[config.mk]
export PLATFORM = sky130hd
export DESIGN_NAME = exec_stage_mc
export DESIGN_NICKNAME = d
export VERILOG_FILES = /design/src/rtl/exec_stage_mc.sv
export SDC_FILE = /design/constraint.sdc
export NUM_CORES = 1
export LEC_CHECK = 0
export ABC_AREA = 1
export BUFFER_PORTS_ARGS = -buffer_cell sky130_fd_sc_hd__buf_4
export CELL_PAD_IN_SITES_DETAIL_PLACEMENT = 0
export CELL_PAD_IN_SITES_GLOBAL_PLACEMENT = 2
export CORE_ASPECT_RATIO = 0.75
export CORE_MARGIN = 4
export CORE_UTILIZATION = 40
export DETAILED_ROUTE_END_ITERATION = 8
export PLACE_DENSITY = 0.95
export SLEW_MARGIN = 10
export SYNTH_ARGS = -nofsm -noshare
export SYNTH_HDL_FRONTEND = slang
export SYNTH_SLANG_ARGS = --single-unit
[constraint.sdc]
create_clock -name clk_in -period 4.64 [get_ports clk_in]
set_input_delay 0.232 -clock clk_in [delete_from_list [all_inputs] [get_ports clk_in]]
set_output_delay 0.232 -clock clk_in [all_outputs]
set_load 0.1 [all_outputs]
[src/rtl/exec_stage_mc.sv]
// exec_stage_mc: execute stage with an iterative signed divider, persistent CMP flags
// and a circular return-address stack for CALL/RET.
module exec_stage_mc #(
    parameter int DATA_WIDTH     = 16,
    parameter int PC_WIDTH       = 16,
    parameter int MEM_WIDTH      = 16,
    parameter int REG_ADDR_WIDTH = 5,
    parameter int CTRL_WIDTH     = 5,
    parameter int RAS_DEPTH      = 8
) (
    input  logic                      clk_in,
    input  logic                      RST,
    input  logic [CTRL_WIDTH-1:0]     ctrl_in,
    input  logic [PC_WIDTH-1:0]       pc_in,
    input  logic [REG_ADDR_WIDTH-1:0] A_addr,
    input  logic [REG_ADDR_WIDTH-1:0] B_addr,
    input  logic [DATA_WIDTH-1:0]     A,
    input  logic [DATA_WIDTH-1:0]     B,
    input  logic [DATA_WIDTH-1:0]     imm,
    output logic                      busy,
    output logic                      pc_chg,
    output logic [PC_WIDTH-1:0]       pc_out,
    output logic                      mem_we,
    output logic [DATA_WIDTH-1:0]     data,
    output logic [MEM_WIDTH-1:0]      addr,
    output logic [REG_ADDR_WIDTH-1:0] reg_addr,
    output logic [CTRL_WIDTH-1:0]     ctrl_out,
    output logic [1:0]                flags,
    output logic                      ras_ovf,
    output logic                      ras_unf
);
    localparam logic [CTRL_WIDTH-1:0] NOP = CTRL_WIDTH'(0), LW = CTRL_WIDTH'(1),
        LW_IMM = CTRL_WIDTH'(2), SW = CTRL_WIDTH'(3), ADD = CTRL_WIDTH'(4), SUB = CTRL_WIDTH'(5),
        MUL = CTRL_WIDTH'(6), DIV = CTRL_WIDTH'(7), AND = CTRL_WIDTH'(8), OR = CTRL_WIDTH'(9),
        NOT = CTRL_WIDTH'(10), CMP = CTRL_WIDTH'(11), JR = CTRL_WIDTH'(12), JPC = CTRL_WIDTH'(13),
        BRFL = CTRL_WIDTH'(14), CALL = CTRL_WIDTH'(15), RET = CTRL_WIDTH'(16);
    localparam int PW = $clog2(RAS_DEPTH);
    localparam int CW = $clog2(DATA_WIDTH);
    localparam int W  = DATA_WIDTH;

    logic                      busy_q, chg_q, we_q, ovf_q, unf_q, neg_q;
    logic [PC_WIDTH-1:0]       pco_q;
    logic [W-1:0]              data_q, rem_q, quo_q, den_q;
    logic [MEM_WIDTH-1:0]      addr_q;
    logic [REG_ADDR_WIDTH-1:0] ra_q, dst_q;
    logic [CTRL_WIDTH-1:0]     ctrl_q;
    logic [1:0]                flags_q;
    logic [CW-1:0]             step_q;
    logic [PC_WIDTH-1:0]       ras_q [RAS_DEPTH];
    logic [PW-1:0]             ptr_q;
    logic [PW:0]               rcnt_q;

    logic                      chg_d, we_d;
    logic [PC_WIDTH-1:0]       pco_d;
    logic [W-1:0]              data_d;
    logic [MEM_WIDTH-1:0]      addr_d;
    logic [REG_ADDR_WIDTH-1:0] ra_d;
    logic [CTRL_WIDTH-1:0]     ctrl_d;

    logic [W-1:0]        sum, abs_a, abs_b, rem_n, quo_n, res;
    logic [W:0]          rem_sh;
    logic                ge, last, ras_empty, ras_full, taken, unused_b;
    logic [PC_WIDTH-1:0] ras_top;

    assign unused_b  = ^B_addr;
    assign sum       = B + imm;
    assign abs_a     = A[W-1] ? -A : A;
    assign abs_b     = B[W-1] ? -B : B;
    assign ras_empty = rcnt_q == '0;
    assign ras_full  = rcnt_q == (PW+1)'(RAS_DEPTH);
    assign ras_top   = ras_q[ptr_q - 1'b1];
    assign taken     = |(flags_q & imm[1:0]);
    // Restoring step: shift the next dividend bit into the partial remainder.
    assign rem_sh    = {rem_q, quo_q[W-1]};
    assign ge        = rem_sh >= {1'b0, den_q};
    assign rem_n     = ge ? W'(rem_sh - {1'b0, den_q}) : rem_sh[W-1:0];
    assign quo_n     = {quo_q[W-2:0], ge};
    assign res       = neg_q ? -quo_n : quo_n;
    assign last      = step_q == CW'(W-1);

    always_comb begin
        data_d = '0;
        addr_d = '0;
        ra_d   = '0;
        we_d   = 1'b0;
        chg_d  = 1'b0;
        pco_d  = '0;
        ctrl_d = ctrl_in == DIV ? NOP : ctrl_in;
        case (ctrl_in)
            LW:     begin addr_d = MEM_WIDTH'(sum); ra_d = A_addr; end
            LW_IMM: begin data_d = imm; ra_d = A_addr; end
            SW:     begin we_d = 1'b1; addr_d = MEM_WIDTH'(sum); data_d = A; end
            ADD:    begin data_d = A + B; ra_d = A_addr; end
            SUB:    begin data_d = A - B; ra_d = A_addr; end
            MUL:    begin data_d = A * B; ra_d = A_addr; end
            AND:    begin data_d = A & B; ra_d = A_addr; end
            OR:     begin data_d = A | B; ra_d = A_addr; end
            NOT:    begin data_d = ~A; ra_d = A_addr; end
            JR:     begin chg_d = 1'b1; pco_d = PC_WIDTH'(A); end
            JPC:    begin chg_d = 1'b1; pco_d = pc_in + PC_WIDTH'(imm); end
            BRFL:   begin chg_d = taken; pco_d = taken ? PC_WIDTH'(A) : '0; end
            CALL:   begin chg_d = 1'b1; pco_d = PC_WIDTH'(A); end
            RET:    begin chg_d = 1'b1; pco_d = ras_empty ? '0 : ras_top; end
            default: ;
        endcase
    end

    always_ff @(posedge clk_in or negedge RST) begin
        if (!RST) begin
            busy_q  <= 1'b0;
            chg_q   <= 1'b0;
            we_q    <= 1'b0;
            ovf_q   <= 1'b0;
            unf_q   <= 1'b0;
            neg_q   <= 1'b0;
            pco_q   <= '0;
            data_q  <= '0;
            addr_q  <= '0;
            ra_q    <= '0;
            dst_q   <= '0;
            ctrl_q  <= NOP;
            flags_q <= '0;
            rem_q   <= '0;
            quo_q   <= '0;
            den_q   <= '0;
            step_q  <= '0;
            ptr_q   <= '0;
            rcnt_q  <= '0;
        end else if (busy_q) begin
            rem_q  <= rem_n;
            quo_q  <= quo_n;
            step_q <= step_q + 1'b1;
            if (last) begin
                busy_q <= 1'b0;
                data_q <= res;
                ra_q   <= dst_q;
                ctrl_q <= DIV;
            end
        end else begin
            chg_q  <= chg_d;
            we_q   <= we_d;
            pco_q  <= pco_d;
            data_q <= data_d;
            addr_q <= addr_d;
            ra_q   <= ra_d;
            ctrl_q <= ctrl_d;
            if (ctrl_in == CMP)
                flags_q <= {A == B, $signed(A) < $signed(B)};
            if (ctrl_in == DIV) begin
                busy_q <= 1'b1;
                rem_q  <= '0;
                quo_q  <= abs_a;
                den_q  <= abs_b;
                step_q <= '0;
                // Divide-by-zero must yield all ones, so never negate it.
                neg_q  <= (A[W-1] ^ B[W-1]) && (B != '0);
                dst_q  <= A_addr;
            end
            if (ctrl_in == CALL) begin
                ptr_q <= ptr_q + 1'b1;
                if (ras_full)
                    ovf_q <= 1'b1;
                else
                    rcnt_q <= rcnt_q + 1'b1;
            end
            if (ctrl_in == RET) begin
                if (ras_empty)
                    unf_q <= 1'b1;
                else begin
                    ptr_q  <= ptr_q - 1'b1;
                    rcnt_q <= rcnt_q - 1'b1;
                end
            end
        end
    end

    always_ff @(posedge clk_in)
        if (!busy_q && ctrl_in == CALL)
            ras_q[ptr_q] <= pc_in + 1'b1;

    assign busy     = busy_q;
    assign pc_chg   = chg_q;
    assign pc_out   = pco_q;
    assign mem_we   = we_q;
    assign data     = data_q;
    assign addr     = addr_q;
    assign reg_addr = ra_q;
    assign ctrl_out = ctrl_q;
    assign flags    = flags_q;
    assign ras_ovf  = ovf_q;
    assign ras_unf  = unf_q;
endmodule

==> run metrics, run 1 <==
kind of critical path=primary input to register; asr flop ratio synth=approximately 50%; DR vias/cell=5.51; number of synthesized flops with an enable pin=~130; pwr dens=approximately 620 nW/um2; met2 wire length=32.9 mm; fin. max-slew vios=0; Leakage=between 10 and 15 nW; met3 wire length=9.53 mm; Top Layer Used=met5; Max Clk Rate=about 220 MHz; final net count=approximately 3300; Design Power=between 15 and 20 mW; crit-path max FO=4; Worst-path clk slew=~0.07 ns; setup violators final=0; unrepaired setup endpoints after global routing=yes; Setup WS pre-CTS=-0.705 ns; Mapped Cells=between 2000 and 3000; Initial DRC Count=2372; Worst-Skew Late Latency=0.58 ns; routability cong.=~1.0; Worst setup SP type=primary input; max_slew headroom=between 10% and 20%; Synth cell types=just over 60; core area=about 52000 um2; Worst Path Arrival=just over 5 ns; via count=roughly 20000; layout cells sized above 1=between 15 and 20%; status=finished, final reports clean; Core Rows=just over 70; post-route setup slack=~0.027 ns; area delta synth->final=19.6%; Initial Util=a little over 40%; antenna violations before repair=3; crit-path max cell delay=between 0.5 and 0.6 ns; Crit. End Element=register; H-tree depth=1; Detail Route Antenna Nets=0; max cap viols=0; simple-gate share of the synthesized area=21.2%; vias in the first global route=19300; Met1 Routed Length=~39 mm; Seq cells post-synth=258; DRC viols=0; Max stage delay cell, worst path=fa_1; maximum number of pins on one net before global-route repair=between 90 and 100; Die Ht=between 200 and 250 um; Routed WL=around 83 mm; xor/xnor share of the synthesized area=approximately 2.5%; clk sinks=258; Fin. Hold Viols=0; first-pass GRT wire length=approximately 120 mm; total congestion overflow=0; TritonCTS clock tree=built; largest family of logic cells by synthesized area=simple AND/OR/NAND/NOR gates; worst hold-check path type=primary input to register; syn nets=3070; IO Pins=about 150; crit-path cells=buf_6 > ha_2 > fa_1 > inv_1 > fa_1 > inv_1 > fa_1 > fa_1 > fa_1 > inv_1 > fa_1 > inv_2 > ha_4 > buf_6 > nand2_4 > nor3_4 > nand3_1 > nand4_1 > buf_4 > o21ai_4 > nand4_1 > nand2_1 > a21oi_1; GRT Overall Usage=28.1%; r2r setup slk=1.04 ns; total iterations of the first detailed-routing run=8; Die Wd=between 200 and 300 um; die area=roughly 57000 um2; Adder-Cell Fraction of Synth Area=between 10% and 20%; Tightest Pin Transition=~1.3 ns; wire per inst=roughly 22 um; skew final=approximately 0.034 ns; syn_area_per_cell=about 7.7 um2; Longest Clk Path Bufs=3; area fraction in compound gates after synthesis=between 10% and 20%; multiplexer share of the synthesized area=0%; sequential share of the synthesized area=33.4%; Synth Cell Area=21300 um2; hpwl dp=between 60 and 70 mm; cts bufs inserted=27; worst path required time=5.14 ns; Tcrit/Tclk final=a little under 100%; Yosys warning count=0; CTS root buf=clkbuf_16; final cell utilization of the core=approximately half; IO Port Bufs=140; minimum clock period=4.61 ns; R2R depth=20; Synth Flop Type=dfrtp_1; cell depth of the worst min-delay path=3; VDD IR max=between 0.0006 and 0.0007 V; most frequent CP cell=fa_1
-- report_power, final --
group / switching (mW) / total, mW / internal [mW]
clock network: 1.01 / 2.20 / 1.20
logic: 6.76 / 10.3 / 3.56
registers: 0.413 / 3.28 / 2.87
total: 8.18 / 15.8 / 7.62
-- synth_stat cells (9+ instances only) --
cell type,count,area (um2)
a211oi_1,14,105
a21oi_1,153,766
a31oi_1,17,106
buf_1,9,33.8
buf_2,34,170
clkbuf_1,63,236
dfrtp_1,130,3250
edfxtp_1,128,3840
fa_1,84,1680
ha_1,154,1930
inv_1,418,1570
inv_2,17,63.8
nand2_1,608,2280
nand3_1,130,651
nand4_1,21,131
nor2_1,213,800
nor3_1,35,175
o211ai_1,23,173
o21ai_0,210,1050
o21ai_1,16,80.1
o21bai_1,10,75.1
o221ai_1,36,315
o22ai_1,44,275
o31ai_1,11,82.6
or2_2,9,56.3
xnor2_1,14,123
xor2_1,46,403
-- worst paths after layout --
kind | startpoint | to
max | A[6] | data[14]
min | ctrl_in[4] | ctrl_out[4]
max reg2reg | den_q[4] | data[14]
min reg2reg | dst_q[0] | dst_q[0]
max in group asynchronous | RST | addr[4]
min in group asynchronous | RST | step_q[2]
-- timing repair --
action                                  4_1_cts  5_1_grt
endpoints found under the setup margin        5        9
hold endpoints to repair                    105        0
buffers inserted                              3        7
resized for setup                            11       74
pin swaps                                    12       45
hold buffers                                  8        0
-- cells by family (layout without fill, tap and decap cells) --
kind of cell               after synthesis  count (layout)
other                                    0               2
AOI/OAI and AO/OA                      579             579
adders and majority gates              238             238
buffers and inverters                  547             788
xor gates and xnor gates                60              60
DFF                                    258             258
and+or+nand+nor                       1069            1069
-- cells in the final DEF (no fill, tap or decap), drive strengths merged, types with 5 or more instances in the layout --
| master | instances |
|---|---|
| edfxtp | 128 |
| nor4 | 9 |
| o2111ai | 5 |
| nand2 | 616 |
| o21bai | 11 |
| dfrtp | 130 |
| xnor2 | 14 |
| nand3 | 132 |
| o21ai | 226 |
| o211ai | 23 |
| dlygate4sd3 | 8 |
| o22ai | 44 |
| a211oi | 14 |
| nor3 | 44 |
| a31oi | 17 |
| clkinv | 14 |
| nand4 | 22 |
| nand3b | 6 |
| fa | 84 |
| clkbuf | 27 |
| buf | 292 |
| o221ai | 36 |
| xor2 | 46 |
| a21oi | 158 |
| nor2 | 222 |
| ha | 154 |
| inv | 441 |
| a21boi | 9 |
| o31ai | 11 |
| or2 | 13 |
-- metal layers --
layer / up-vias / GRT usage [%]
met5: - / 0
met4: 2 / 4.90
met3: 82 / 9.05
met2: 945 / 39.0
met1: 9800 / 43.1
li1: 9552 / -
-- state kept, by name, indices dropped and copies added (netlist names), 2 cells and up --
name	count
addr	16
ctrl_out	5
data	16
den_q	16
dst_q	5
flags	2
pc_out	16
ptr_q	3
quo_q	16
ras_q	128
rcnt_q	4
reg_addr	5
rem_q	16
step_q	4
-- metrics by stage --
| stage | hold slack, ns | instances | TNS (ns) | area, um2 |
|---|---|---|---|---|
| after floorplan | -0.0636 | 2751 | -0.724 | 21500 |
| after global placement | 0.427 | 3628 | -4.17 | 24100 |
| after detailed placement | 0.434 | 3628 | -5.08 | 24100 |
| after CTS | 0.0149 | 3688 | 0 | 25100 |
| after global routing | 0.0579 | 3697 | -0.464 | 25400 |
| final | 0.0376 | 3697 | 0 | 25400 |
-- final cells by class --
class / count / area (um2)
Fill cell: 5129 / 26600
Inverter: 438 / 1650
Multi-Input combinational cell: 1946 / 12500
Tap cell: 703 / 880
Antenna cell: 2 / 5.00
Clock inverter: 23 / 203
Timing Repair Buffer: 300 / 2440
Sequential cell: 258 / 7100
Clock buffer: 27 / 676
-- worst max-delay path, delay by kind of cell --
kind / cells / cell delay, ns
simple gates: 6 / 0.63
compound gates: 2 / 0.23
fa+ha+maj: 8 / 3.41
buf+inv: 7 / 0.58
No activity file was read; power rests on OpenSTA's default activity.
==> inputs of run 2 (changes only) <==
--- a/config.mk
+++ b/config.mk
@@ -13,6 +13,7 @@
 export CORE_MARGIN = 4
 export CORE_UTILIZATION = 40
 export DETAILED_ROUTE_END_ITERATION = 8
+export GPL_TIMING_DRIVEN = 0
 export PLACE_DENSITY = 0.95
 export SLEW_MARGIN = 10
 export SYNTH_ARGS = -nofsm -noshare
==> run metrics, run 2 (synthesis results as in run 1) <==
status=finished with violations; failing checks=setup timing; combinational share of power=67.3% (+2.0 points); fin. max-slew vios=0 (unchanged); Multi-input gate area=12800 um2 (+2.3%); IO Pins=146 (unchanged); die area=56900 um2 (unchanged); VDD IR max=0.000624 V (-1.9%); area delta synth->final=21.4%; Tcrit/Tclk final=116% (+16 points); # fillers=5107 (-0.43%); worst flop-to-flop path endpoint=pc_out[6]; first-pass GRT wire length=131 mm (+7.0%); Pint=7.62 mW (about the same); setup violators final=7 (+7); worst hold-check path type=primary input to register; Core Rows=72 (unchanged); Top reg by flops=ras_q; NetSw=8.80 mW (+7.6%); final cell utilization of the core=49.6% (+0.74 points); max reg flops=128 (unchanged); sequential share of power=19.7% (-1.1 points); Critical Path Start=B[4]; Longest Clk Path Bufs=3 (unchanged); worst path required time=5.08 ns (-0.06 ns); post-route setup slack=-0.736 ns (-0.763 ns); Detail Route Antenna Nets=0 (unchanged); Placement Cell Area=23700 um2 (-1.7%); Design Power=16.4 mW (+3.9%); commonest non-fill, non-tap cell in the layout=nand2_1; core area=52100 um2 (unchanged); minimum clock period=5.38 ns (+0.763 ns); final net count=3301 (+0.33%); Worst Path Arrival=5.82 ns (+0.71 ns); antenna violations before repair=6 (+3); via count=21000 (+2.8%); final instance area=25800 um2 (+1.5%); routability cong.=0.977 (-2.1%); Routed WL=90.5 mm (+9.6%); total iterations of the first detailed-routing run=6 (-2); DRC viols=0 (unchanged); hpwl dp=72.2 mm (+11%); skew final=0.0194 ns (-0.0149 ns); Initial Util=40.8% (unchanged); vias in the first global route=19800 (+2.4%); WHS=0.0175 ns (-0.0201 ns); max_slew headroom=13.1% (-1.3 points); Setup WS pre-CTS=-2.23 ns (-1.53 ns); Die Wd=274 um (unchanged); FF+latch area=7100 um2 (about the same); most frequent cells in the layout=nand2_1, inv_1, nor2_1, o21ai_0, buf_4; setup_tns=-3.10 ns (-3.10 ns); Initial DRC Count=2411 (+1.6%); clk sinks=258 (unchanged); GRT Overall Usage=30.9% (+2.7 points); reg2reg start=ptr_q[0]; unrepaired setup endpoints after global routing=yes; wire per inst=24.4 um (+9.3%); Worst-Skew Late Latency=0.55 ns (-0.03 ns); crit path to=data[14]; TritonCTS clock tree=built; H-tree depth=1 (unchanged); CTS root buf=clkbuf_16; kind of critical path=primary input to register; pwr dens=636 nW/um2 (+2.4%); total congestion overflow=0 (unchanged); r2r setup slk=0.60 ns (-0.44 ns); Non-Filler Instances=3706 (+0.24%); sw frac=53.6% (+1.8 points); Leakage=12.2 nW (+0.13%); crit-path max FO=5 (+1); Die Ht=208 um (unchanged); clock power share=13.0% (-0.9 points); layout cells sized above 1=16.4% (+0.45 points); IO Port Bufs=140 (unchanged); Worst-path clk slew=0.07 ns (about the same); dpl cells=3609 (-0.52%); cts bufs inserted=26 (-3.7%); Worst setup SP type=primary input; Tightest Pin Transition=1.29 ns (+0.0266 ns); Crit. End Element=register; DR vias/cell=5.65 (+2.6%); Max Clk Rate=186 MHz (-14%); Fin. Hold Viols=0 (unchanged); R2R depth=11 (-45%); max cap viols=0 (unchanged); maximum number of pins on one net before global-route repair=83 (-13%)
[run 2: worst min-delay path by stage]
stage,start,to,slack (ns),depth (start not counted)
final,ctrl_in[3],ctrl_out[3],0.02,3
after global routing,ctrl_in[0],ctrl_out[0],0.03,3
after CTS,ctrl_in[3],ctrl_out[3],0.007,3
after detailed placement,RST,reg_addr[2],0.34,1
after global placement,A_addr[1],dst_q[1],0.45,3
after floorplan,RST,addr[0],-0.06,0
[run 2: power groups by stage]
stage / Combinational, mW / Sequential [mW] / Clock (mW)
after CTS: 10.3 / 3.22 / 2.15
after global placement: 9.26 / 3.25 / 0
final: 11.1 / 3.23 / 2.14
after detailed placement: 9.39 / 3.27 / 0
after floorplan: 5.42 / 4.48 / 0
after global routing: 12.0 / 3.28 / 2.26
[run 2: routing by layer]
metal	track usage (%)	share of wire [%]	vias to the layer above
li1	-	-	9576
met1	47.5	46	10100
met2	40.0	38	1142
met3	11.2	13	136
met4	7.42	2.7	6
met5	4.58	0.39	-
[run 2: cell type report]
cell class / count / area share (%)
multi-input cells: 1946 / 49.4
flip-flops and latches: 258 / 27.5
repair buffers: 213 / 7.24
inverters: 438 / 6.38
well taps: 703 / 3.41
clock buffers: 36 / 2.91
plain buffers: 99 / 2.75
clock inverters: 11 / 0.335
diodes: 2 / 0.0194
[run 2: worst max-delay path, cell delays in order]
cell and delay (ns):
buf_12 0.12, clkbuf_16 0.15, buf_6 0.11, nand2_2 0.06
inv_2 0.04, fa_1 0.55, inv_1 0.05, fa_1 0.50
inv_2 0.05, fa_1 0.51, fa_1 0.45, fa_1 0.54
inv_1 0.06, fa_1 0.51, inv_2 0.08, ha_4 0.25
buf_4 0.17, a21oi_2 0.14, nand4_1 0.11, buf_6 0.15
o21ai_4 0.25, nand4_1 0.44, nand2_1 0.23, a21oi_2 0.06
[run 2: what timing repair did]
action	in CTS	in global routing
hold endpoints to repair	93	0
setup buffers	39	13
setup endpoints to repair	8	8
pin swaps	82	73
hold buffers	8	0
resized for setup	166	66
==> inputs of run 3 (changes only) <==
--- a/config.mk
+++ b/config.mk
@@ -5,13 +5,12 @@
 export SDC_FILE = /design/constraint.sdc
 export NUM_CORES = 1
 export LEC_CHECK = 0
-export ABC_AREA = 1
 export BUFFER_PORTS_ARGS = -buffer_cell sky130_fd_sc_hd__buf_4
 export CELL_PAD_IN_SITES_DETAIL_PLACEMENT = 0
 export CELL_PAD_IN_SITES_GLOBAL_PLACEMENT = 2
 export CORE_ASPECT_RATIO = 0.75
 export CORE_MARGIN = 4
-export CORE_UTILIZATION = 40
+export CORE_UTILIZATION = 43
 export DETAILED_ROUTE_END_ITERATION = 8
 export GPL_TIMING_DRIVEN = 0
 export PLACE_DENSITY = 0.95
==> run metrics, run 3 <==
Worst Path Arrival=5.44 ns (-0.38 ns); max reg flops=128 (unchanged); Diodes inserted=0 (-2); Yosys warning count=0 (unchanged); Worst-path clk slew=0.07 ns (about the same); kind of critical path=primary input to register; Synth Flop Type=dfrtp_1; setup violators final=6 (-1); via count=17900 (-14%); post-route setup slack=-0.357 ns (+0.380 ns); Die Wd=257 um (-6.3%); syn_area_per_cell=9.48 um2 (+23%); IO Port Bufs=138 (-1.4%); share of the synthesized area in the top cell type=19.2% (+1.1 points); Max stage delay cell, worst path=fa_1; Placement Cell Area=22400 um2 (-5.3%); worst path required time=5.09 ns (about the same); Setup WS pre-CTS=-1.81 ns (+0.416 ns); Fin. Hold Viols=0 (unchanged); number of synthesized flops with an enable pin=128 (unchanged); first-pass GRT wire length=114 mm (-12%); Adder-Cell Fraction of Synth Area=18.0% (+1.1 points); antenna violations before repair=0 (-6); total iterations of the first detailed-routing run=6 (unchanged); minimum clock period=5.00 ns (-0.380 ns); pwr dens=629 nW/um2 (-1.2%); Critical Path Start=A[1]; Mapped Cells=2110 (-23%); Longest Clk Path Bufs=3 (unchanged); crit-path cells=buf_8 > clkbuf_16 > nand2_1 > fa_1 > fa_1 > inv_2 > ha_4 > fa_1 > ha_4 > inv_2 > fa_1 > inv_2 > ha_4 > o21a_1 > o31a_1 > o311a_4 > o211ai_1 > nand2_2 > o41ai_4 > xnor2_2 > a211oi_4 > o22ai_2; VDD IR max=0.00104 V (+67%); Synth Cell Area=20000 um2 (-6.0%); Tcrit/Tclk final=108% (-8.2 points); Max Clk Rate=200 MHz (+7.6%); hpwl dp=60.5 mm (-16%); crit-path max FO=5 (unchanged); Worst setup SP type=primary input; largest family of logic cells by synthesized area=adder cells; failing checks=setup timing; Die Ht=195 um (-6.2%); total congestion overflow=0 (unchanged); unrepaired setup endpoints after global routing=yes; Seq cells post-synth=258 (unchanged); commonest non-fill, non-tap cell in the layout=nand2_1; GRT Overall Usage=30.3% (-0.52 points); H-tree depth=1 (unchanged); Synth area leader=edfxtp_1; Tightest Pin Transition=1.45 ns (+0.154 ns); Detail Route Antenna Nets=0 (unchanged); xor/xnor share of the synthesized area=6.18% (+3.7 points); most frequent cell after synthesis=nand2_1; crit-path max cell delay=0.54 ns (about the same); syn nets=2429 (-21%); worst hold-check path type=primary input to register; skew final=0.0235 ns (+0.00409 ns); vias in the first global route=17500 (-11%); max cap viols=0 (unchanged); final net count=2672 (-19%); die area=50100 um2 (-12%); synth cell count leaders=nand2_1, nor2_1, inv_1, ha_1, a21oi_1; routability cong.=0.980 (+0.32%); multiplexer share of the synthesized area=5.00% (+5.0 points); Synth cell types=68 (+11%); final instance area=24700 um2 (-4.2%); IO Pins=146 (unchanged); max_slew headroom=2.44% (-11 points); area delta synth->final=23.6%; reg2reg start=den_q[1]; asr flop ratio synth=50.4% (unchanged); cts bufs inserted=27 (+3.8%); fin. max-slew vios=0 (unchanged); Worst-Skew Late Latency=0.58 ns (+0.03 ns); top cells by area, synth=edfxtp_1, dfrtp_1, ha_1; DRC viols=0 (unchanged); Routed WL=77.5 mm (-14%); layout cells sized above 1=19.7% (+3.3 points); most frequent CP cell=fa_1; Crit. End Element=register; Initial Util=43.4% (+2.6 points); Top reg by flops=ras_q; status=finished with violations; Design Power=15.5 mW (-5.4%); TritonCTS clock tree=built; most frequent cells in the layout=nand2_1, buf_4, nor2_1, inv_1; clk sinks=258 (unchanged); sequential share of the synthesized area=35.5% (+2.1 points); wire per inst=25.8 um (+5.6%); CTS root buf=clkbuf_16; maximum number of pins on one net before global-route repair=82 (-1.2%); r2r setup slk=-0.18 ns (-0.78 ns); Worst Hold Launch=imm[0]; simple-gate share of the synthesized area=13.6% (-7.7 points); core area=46000 um2 (-12%); DR vias/cell=5.96 (+5.5%); Leakage=10.4 nW (-15%); Initial DRC Count=2017 (-16%); WHS=0.0807 ns (+0.0633 ns); Core Rows=68 (-5.6%); area fraction in compound gates after synthesis=16.3% (+0.25 points)
## run 3: cell types whose count changed after synthesis, sizes merged, moves of 25 or more
cell | previous run | this run
nand2 | 616 | 256
inv | 435 | 177
nand3 | 132 | 31
xnor2 | 14 | 108
o21ai | 226 | 134
buf | 46 | 9
o22ai | 44 | 7
mux4 | 0 | 32
clkbuf | 63 | 94
o221ai | 36 | 6
a221oi | 1 | 26
nor2 | 222 | 197
## run 3: path summary, 6_finish.rpt
path | to | cells after the start
setup reg to reg | data[14] | 18
hold / removal | addr[0] | 3
hold reg to reg | data[0] | 1
setup / recovery | data[15] | 22
min in group asynchronous | rcnt_q[3] | 2
max in group asynchronous | rem_q[2] | 3
## run 3: layout make-up
type / instances / area, um2
Fill cell: 4181 / 21300
Timing Repair Buffer: 225 / 1960
Timing Repair inverter: 1 / 8.76
Clock inverter: 20 / 195
Buffer: 91 / 589
Inverter: 186 / 873
Sequential cell: 258 / 7100
Multi-Input combinational cell: 1563 / 12500
Clock buffer: 30 / 687
Tap cell: 630 / 788
## run 3: logic make-up (layout without fill, tap and decap cells)
| kind of cell | count (synthesis) | in the layout |
|---|---|---|
| flip-flops | 258 | 258 |
| AND/OR/NAND/NOR | 625 | 625 |
| AO/OA/AOI/OAI | 501 | 501 |
| adder cells (fa/ha/maj) | 238 | 238 |
| multiplexers | 58 | 58 |
| XOR/XNOR | 141 | 141 |
| buffers and inverters | 289 | 553 |
## run 3: per-stage QoR
stage | setup TNS (ns) | instances | utilization, %
6_report | -0.879 | 3004 | 53.7
3_3_place_gp | -21.71 | 2878 | 48.3
4_1_cts | -0.906 | 2991 | 53.0
5_1_grt | -1.76 | 3004 | 53.7
3_5_place_dp | -15.30 | 2889 | 48.7
2_1_floorplan | -0.445 | 2110 | -
## run 3: repair_timing
item	CTS	global route
gates cloned	1	0
setup buffers	56	14
gates resized for setup	146	49
setup endpoints to repair	25	13
hold buffers	7	0
hold endpoints to repair	60	0
pin swaps	56	41
## run 3: metal layers
layer  global-route usage [%]  part of all wire (%)  up-vias
met1                     46.5                    45     8947
met5                        0                     0        -
met4                     5.13                   1.8        0
li1                         -                     -     7925
met3                     8.35                    12      101
met2                     43.4                    41      944
## run 3: critical path: cells and delay by family
family | cells | cell delay (ns)
XOR/XNOR | 1 | 0.20
adder cells (fa/ha/maj) | 7 | 2.72
AO/OA/AOI/OAI | 7 | 1.70
buffers and inverters | 5 | 0.40
AND/OR/NAND/NOR | 2 | 0.18
## run 3: power by group
group	total, mW	leakage (nW)	internal [mW]	switching [mW]
registers	3.19	2.82	2.81	0.373
clock network	2.18	0.415	1.20	0.985
logic	10.2	7.12	3.98	6.18
